--- src/rtl/f_ifu_pkg.sv ---
// Shared types and constants for the MIPS fetch stage.
package f_ifu_pkg;

    // Fetch handshake states: issuing a request, waiting for a slow response,
    // or holding a completed word while the pipeline is frozen.
    typedef enum logic [1:0] {
        REQ  = 2'd0,
        WAIT = 2'd1,
        HOLD = 2'd2
    } fetch_state_t;

    localparam logic [31:0] NOP              = 32'h0000_0000;
    localparam logic [31:0] PC_RESET_DEFAULT = 32'h0000_3000;

endpackage

--- src/rtl/f_fd_reg.sv ---
// F/D pipeline register: load a fetched instruction, insert a bubble, or hold.
module f_fd_reg
    import f_ifu_pkg::*;
(
    input  logic        clk,
    input  logic        reset,
    input  logic        load,
    input  logic        bubble,
    input  logic [31:0] pc_in,
    input  logic [31:0] instr_in,
    output logic [31:0] d_pc,
    output logic [31:0] d_instr,
    output logic        d_valid
);

    // Load wins over bubble; a bubble keeps the PC so D_pc still names the
    // last instruction that passed through.
    always_ff @(posedge clk or posedge reset) begin
        // NOTE: sequential state uses non-blocking assignments so every
        // register samples pre-edge values regardless of statement order.
        if (reset) begin
            d_pc    <= 32'h0;
            d_instr <= NOP;
            d_valid <= 1'b0;
        end else if (load) begin
            d_pc    <= pc_in;
            d_instr <= instr_in;
            d_valid <= 1'b1;
        end else if (bubble) begin
            d_instr <= NOP;
            d_valid <= 1'b0;
        end
    end

endmodule

--- src/rtl/f_ifu.sv ---
// Fetch stage: F-stage PC, single-outstanding instruction-memory handshake,
// stall buffer and capture of a D-stage redirect during slow fetches.
// Optional feature macro: FETCH_ALIGN_CHECK_EN (misaligned next-PC detection).
module f_ifu
    import f_ifu_pkg::*;
#(
    parameter logic [31:0] PC_RESET = PC_RESET_DEFAULT
)(
    input  logic        clk,
    input  logic        reset,
    input  logic        stall,
    input  logic [31:0] npc,
    output logic        im_req,
    output logic [31:0] im_addr,
    input  logic [31:0] im_rdata,
    input  logic        im_rvalid,
    output logic [31:0] F_pc,
    output logic [31:0] D_pc,
    output logic [31:0] D_instr,
    output logic        D_valid,
    output logic        exc_adel
);

    fetch_state_t state;
    logic [31:0]  buf_q;
    logic [31:0]  npc_q;
    logic         pend;

    logic         fetch_done;
    logic         advance;
    logic         bubble;
    logic [31:0]  word;
    logic [31:0]  next_pc;
    logic [31:0]  fd_instr;

    // A response only counts while a request is outstanding; in HOLD the
    // buffered word is the completion and the bus is ignored.
    assign fetch_done = (state != HOLD) && im_rvalid;
    assign advance    = !stall && (fetch_done || (state == HOLD));
    assign bubble     = !stall && !advance;
    assign word       = (state == HOLD) ? buf_q : im_rdata;
    assign next_pc    = pend ? npc_q : npc;

    assign im_req  = (state == REQ);
    assign im_addr = F_pc;

`ifdef FETCH_ALIGN_CHECK_EN
    logic adel_q;

    // Sticky flag: once a misaligned PC is selected, later fetches are
    // replaced by nops so nothing from the bad address executes.
    always_ff @(posedge clk or posedge reset) begin
        if (reset)
            adel_q <= 1'b0;
        else if (advance && (next_pc[1:0] != 2'b00))
            adel_q <= 1'b1;
    end

    assign exc_adel = adel_q;
    assign fd_instr = adel_q ? NOP : word;
`else
    assign exc_adel = 1'b0;
    assign fd_instr = word;
`endif

    // Handshake FSM, PC update, stall buffer and redirect capture.
    always_ff @(posedge clk or posedge reset) begin
        // NOTE: the buffer is a single register, so it is reset along with
        // the rest of the state and never exposes an unknown word.
        if (reset) begin
            state <= REQ;
            F_pc  <= PC_RESET;
            npc_q <= 32'h0;
            pend  <= 1'b0;
            buf_q <= 32'h0;
        end else begin
            if (advance) begin
                F_pc <= next_pc;
                pend <= 1'b0;
            end else if (bubble && D_valid) begin
                // The D instruction is about to be replaced by a bubble, and
                // its redirect would vanish with it.
                npc_q <= npc;
                pend  <= 1'b1;
            end

            if (fetch_done && stall)
                buf_q <= im_rdata;

            case (state)
                REQ: begin
                    if (fetch_done)
                        state <= stall ? HOLD : REQ;
                    else
                        state <= WAIT;
                end
                WAIT: begin
                    if (fetch_done)
                        state <= stall ? HOLD : REQ;
                end
                HOLD: begin
                    if (!stall)
                        state <= REQ;
                end
                default: state <= REQ;
            endcase
        end
    end

    f_fd_reg u_fd_reg (
        .clk      (clk),
        .reset    (reset),
        .load     (advance),
        .bubble   (bubble),
        .pc_in    (F_pc),
        .instr_in (fd_instr),
        .d_pc     (D_pc),
        .d_instr  (D_instr),
        .d_valid  (D_valid)
    );

endmodule

--- config.mk ---
export PLATFORM = sky130hd
export DESIGN_NAME = f_ifu
export DESIGN_NICKNAME = d
export VERILOG_FILES = /design/src/rtl/f_ifu_pkg.sv /design/src/rtl/f_fd_reg.sv /design/src/rtl/f_ifu.sv
export SDC_FILE = /design/constraint.sdc
export NUM_CORES = 1
export LEC_CHECK = 0
export CAP_MARGIN = 20
export CORE_MARGIN = 5
export CORE_UTILIZATION = 49
export CTS_BUF_LIST = sky130_fd_sc_hd__clkbuf_16
export CTS_CLUSTER_SIZE = 24
export DETAILED_ROUTE_END_ITERATION = 7
export PLACE_DENSITY = 0.79
export SLEW_MARGIN = 20
export SYNTH_ARGS = -nofsm -noshare
export SYNTH_HDL_FRONTEND = slang
export SYNTH_HIERARCHICAL = 1
export SYNTH_SLANG_ARGS = --single-unit
--- constraint.sdc ---
create_clock -name clk -period 4.29 [get_ports clk]
set_input_delay 0.6435 -clock clk [delete_from_list [all_inputs] [get_ports clk]]
set_output_delay 0.6435 -clock clk [all_outputs]
set_load 0.01 [all_outputs]
# Yosys cells after proc, flatten, opt, wreduce, memory -nomap -nowiden
# Cells that the tools add are included.
dict set report classes {
  n_eq_ne 5
  n_mux 13
  bitwise_logic 1
  n_reduce_logical 13
}
# cell n
set ops {}
lappend ops {{$mux 32} 4}
lappend ops {{$mux 2} 4}
lappend ops {{$ne 2x2->1 const B} 3}
lappend ops {{$pmux 2 s3} 1}
lappend ops {{$logic_and 1x1->1} 5}
lappend ops {{$mux 1} 4}
lappend ops {{$reduce_and 2->1} 2}
lappend ops {{$reduce_bool 2->1} 2}
lappend ops {{$eq 2x1->1 const B} 1}
lappend ops {{$eq 2x2->1 const B} 1}
lappend ops {{$logic_not 1->1} 2}
lappend ops {{$logic_not 2->1} 1}
lappend ops {{$logic_or 1x1->1} 1}
lappend ops {{$not 1->1} 1}
dict set report word_totals {
  regBits 164
  input_bits 68
  elab_cells 40
}

# Depth between registers and ports, before layout
dict set report logic_depth {
  depth_word 9
  ltp_mapped 9
}

# Cells and area by module
# The synthesis kept the hierarchy.
# module instances cells_per_inst area_each_um2 seq_area_each_um2
set by_module_without_submodules {}
lappend by_module_without_submodules {f_ifu 1 325 4888.4 2479.9}
lappend by_module_without_submodules {f_fd_reg 1 151 2427.3 1626.6}

# Worst setup path before layout
# OpenSTA, ideal clock, no wires.
dict set report synth_path {
  path_kind {input to register}
  from {in im_rvalid}
  to {reg u_fd_reg.d_pc[10]}
  arrival_time_ns 1.699
  path_slack_ns 2.466
  path_stages 6
  cell_sequence {inv_1 > a21oi_4 > buf_4 > buf_6 > buf_6 > mux2_2}
}
dict set report synth_between {
  elab_chain_cells 3
}
# item line
set synth_rtl {}
lappend synth_rtl {{start, declared} f_ifu.sv:16} ;# input logic im_rvalid,
lappend synth_rtl {{$logic_and 1x1->1} f_ifu.sv:38} ;# assign fetch_done = (state != HOLD) && im_rvalid;
lappend synth_rtl {{$logic_or 1x1->1} f_ifu.sv:39} ;# assign advance = !stall && (fetch_done || (state == HOLD));
lappend synth_rtl {{$logic_and 1x1->1} f_ifu.sv:39}
lappend synth_rtl {{named net advance} f_ifu.sv:30} ;# logic advance;
lappend synth_rtl {{end signal, assigned} f_fd_reg.sv:26} ;# d_pc <= pc_in;
lappend synth_rtl {{end, declared} f_fd_reg.sv:11} ;# output logic [31:0] d_pc,
# The timed path passes the listed nets, and every way through them passes these cells.
# A chain may end at the register's enable or synchronous reset.

# Worst setup path after layout
dict set report layout_path {
  from {reg state[0]}
  to {reg npc_q[30]}
}
dict set report layout_between {
  elab_chain_cells 8
  elab_cells_between_ends 10
  cone_classes {eq/ne: 2; bitwise: 1; reduce/logical: 7}
}
# item line
set layout_rtl {}
lappend layout_rtl {{start, declared} f_ifu.sv:24} ;# fetch_state_t state;
lappend layout_rtl {{start signal, assigned} f_ifu.sv:93} ;# state <= stall ? HOLD : REQ;
lappend layout_rtl {{start signal, assigned} f_ifu.sv:99} ;# state <= stall ? HOLD : REQ;
lappend layout_rtl {{$ne 2x2->1} f_ifu.sv:38}
lappend layout_rtl {{$logic_and 1x1->1} f_ifu.sv:38}
lappend layout_rtl {{$logic_or 1x1->1 *} f_ifu.sv:39}
lappend layout_rtl {{$logic_and 1x1->1 *} f_ifu.sv:39}
lappend layout_rtl {{$logic_not 1->1} f_ifu.sv:40} ;# assign bubble = !stall && !advance;
lappend layout_rtl {{$logic_and 1x1->1} f_ifu.sv:40}
lappend layout_rtl {{$logic_and 1x1->1} f_ifu.sv:80} ;# end else if (bubble && D_valid) begin
lappend layout_rtl {{$reduce_and 2->1 (no source line) *} -}
lappend layout_rtl {{end signal, assigned} f_ifu.sv:83} ;# npc_q <= npc;
lappend layout_rtl {{end, declared} f_ifu.sv:26} ;# logic [31:0] npc_q;
# Mark *: on every way between the ends. The rest lies on a longest branch, timed or not.

==> reports/results.txt <==
Hold_buf cts - 0
Per-cell routed wire length - 19.5 um
Class of the worst hold path - reg2reg
Number of setup violations in the final report - 0
Setup TNS - 0 ns
Worst-margin pin slew - 0.955 ns
Clock share of power - 0.284
Max Clk Rate - 364 MHz
# Post-CTS Setup Buffers - 0
Clock root buffer - clkbuf_16
Yosys top cell by area - dfrtp_1
Ys flop type - dfrtp_1
Switching part of the total - 0.270
Mapped Cells - 476
Setup Skew - 0.00548 ns
Minimum clock period - 2.75 ns
Top cell type's share of synthesized area - 0.554
CP max FO - 37
RR Startpoint - state[0]
Outcome - finished, final reports clean
Pint - 4.04 mW
Area contributors post-synth - dfrtp_1, mux2_2, mux2_4
Slew Limit Fails - 0
First-pass GRT wire length - 27.0 mm
DP HPWL - 10.9 mm
Total grt overflow - 0
Post-synth EDFFs - 0
Initial antenna violation count - 0
Drt drc - 0
CTS Buf Count - 17
Core footprint - 14600 um^2
Initial core utilization - 0.501
Synth cell count leaders - dfrtp_1, mux2_2, buf_4
Critical path class - reg2reg
DRT Wirelength - 16.3 mm
Die area - 17500 um^2
NetSw - 1.49 mW
Routed vias/inst - 5.29
Post-route setup slack - 1.54 ns
Pwr Density - 571 nW/um^2
Area grow syn2layout - 32.5%
H-tree depth - 4
DR iter-0 viols - 189
Clk buf depth - 2
CP endpoint kind - flip-flop
Mapped Area - 7320 um^2
Vias in the first global route - 5080
Post-CTS sizing - 0
Syn. warnings - 6
Syn_area_per_cell - 15.4 um^2
PortBufs - 197
Worst Setup SP - state[0]
Worst skew pair latency - 0.41 ns
CTS clock-pin slew for the worst setup and hold paths - 0.06 ns
Synth Register Bits - 164
Total GRT Usage - 0.189
# nets final - 705
TritonCTS Sinks - 164
Crit path DAT - 3.04 ns
Die X - 132 um
Layout cell share with drive strength beyond 1 - 0.363
Hold Path Origin - u_fd_reg/d_instr[5]
# rows - 44
Final core occ - 0.664
Clock tree from TritonCTS - yes
GPL Wtd Cong - 0.749
Fin crit share - 0.641
Relative slew slack - 0.363
Largest net degree at the start of global routing - 69
Max IR drop VDD - 0.422 mV
Reg power frac - 0.406
Startpoint types - flip-flop
Post-DRT Antenna Nets - 0
Drt pass-1 iters - 4
Synth async-reset ratio - 1.00
I/O pin count - 199
Max Cap Violations - 0
Combinational share of power - 0.310
RSZ-0062 raised after global routing - no
Synth unique cells - 22
Register area share after synthesis - 0.561
Net Count, Synth - 544
Die height - 132 um
Vias - 4414
CP Data Required Time - 4.58 ns
Fill cell count - 1034
Hold Fails Final Rpt - 0
Pre-CTS setup slack - 1.40 ns
Leak - 4.12 nW
Antenna cell count - 0
layout by cell type, fill, tap and decap left out, types with 3 or more instances in the layout:
cell	synthesis	final
inv_1	5	4
mux2_2	162	162
nand2b_1	5	4
mux2_4	30	30
clkbuf_16	0	17
clkdlybuf4s50_1	0	197
bufinv_16	0	4
a22o_1	28	28
nor2_1	3	3
o21ai_0	6	6
nand2_1	4	4
buf_4	36	5
clkinvlp_4	0	4
dfrtp_1	162	162
layer usage:
metal	global-route usage	part of all wire
met1	0.239	0.43
met2	0.308	0.49
met3	0.0782	0.076
met4	0.0407	0.0063
met5	0	0
logic make-up (layout without fill, tap and decap cells):
kind of cell / after synthesis / count (layout) / synth area share
other: 1 / 1 / 0.000513
flip-flops: 164 / 164 / 0.561
AO/OA/AOI/OAI: 36 / 36 / 0.0409
AND/OR/NAND/NOR: 17 / 17 / 0.0152
buffers and inverters: 66 / 240 / 0.0711
multiplexers: 192 / 192 / 0.311
worst max-delay path: stages (launching register included):
cell and delay (ns):
dfrtp_1 0.35, nand2b_2 0.76, nand3_2 0.93, mux2_2 0.57
power groups by stage:
stage                     Clock (mW)  Sequential, mW  Combinational, mW
after floorplan                    0            2.33              0.826
after global placement             0            2.24               1.70
after detailed placement           0            2.28               1.73
after CTS                       1.60            2.26               1.74
after global routing            1.67            2.31               1.83
final                           1.57            2.25               1.71
state kept, by name, indices dropped and copies added (netlist names):
signal and flops:
u_fd_reg/d_instr 32, npc_q 32, F_pc 32, buf_q 32, u_fd_reg/d_valid 1, pend 1
u_fd_reg/d_pc 32, state 2
metrics by stage:
stage / area (um^2) / power, mW / hold WS, ns / cells
floorplan: 7320 / 3.15 / 0.438 / 476
global placement: 9080 / 3.94 / 0.475 / 802
detailed placement: 9080 / 4.00 / 0.479 / 802
CTS: 9690 / 5.60 / 0.500 / 834
global route: 9690 / 5.81 / 0.519 / 834
finish: 9690 / 5.54 / 0.500 / 834
cell type report:
cell class / count / area [um^2] / area share
clock buffer: 17 / 425 / 0.0439
multi-input combinational: 246 / 2690 / 0.278
timing repair buffer: 203 / 2030 / 0.209
inverter: 5 / 21.3 / 0.00219
clock inverter: 15 / 189 / 0.0195
tap: 184 / 230 / 0.0238
sequential: 164 / 4110 / 0.424
final timing paths:
kind / to / slack [ns] / cells past startpoint
min in group asynchronous: buf_q[0] / 0.73 / 2
setup / recovery: npc_q[30] / 1.54 / 3
max in group asynchronous: npc_q[8] / 2.73 / 3
setup reg to reg: npc_q[30] / 1.54 / 3
hold reg to reg: u_fd_reg/d_instr[5] / 0.50 / 1
hold / removal: u_fd_reg/d_instr[5] / 0.50 / 1
No activity file was read; power rests on OpenSTA's default activity.
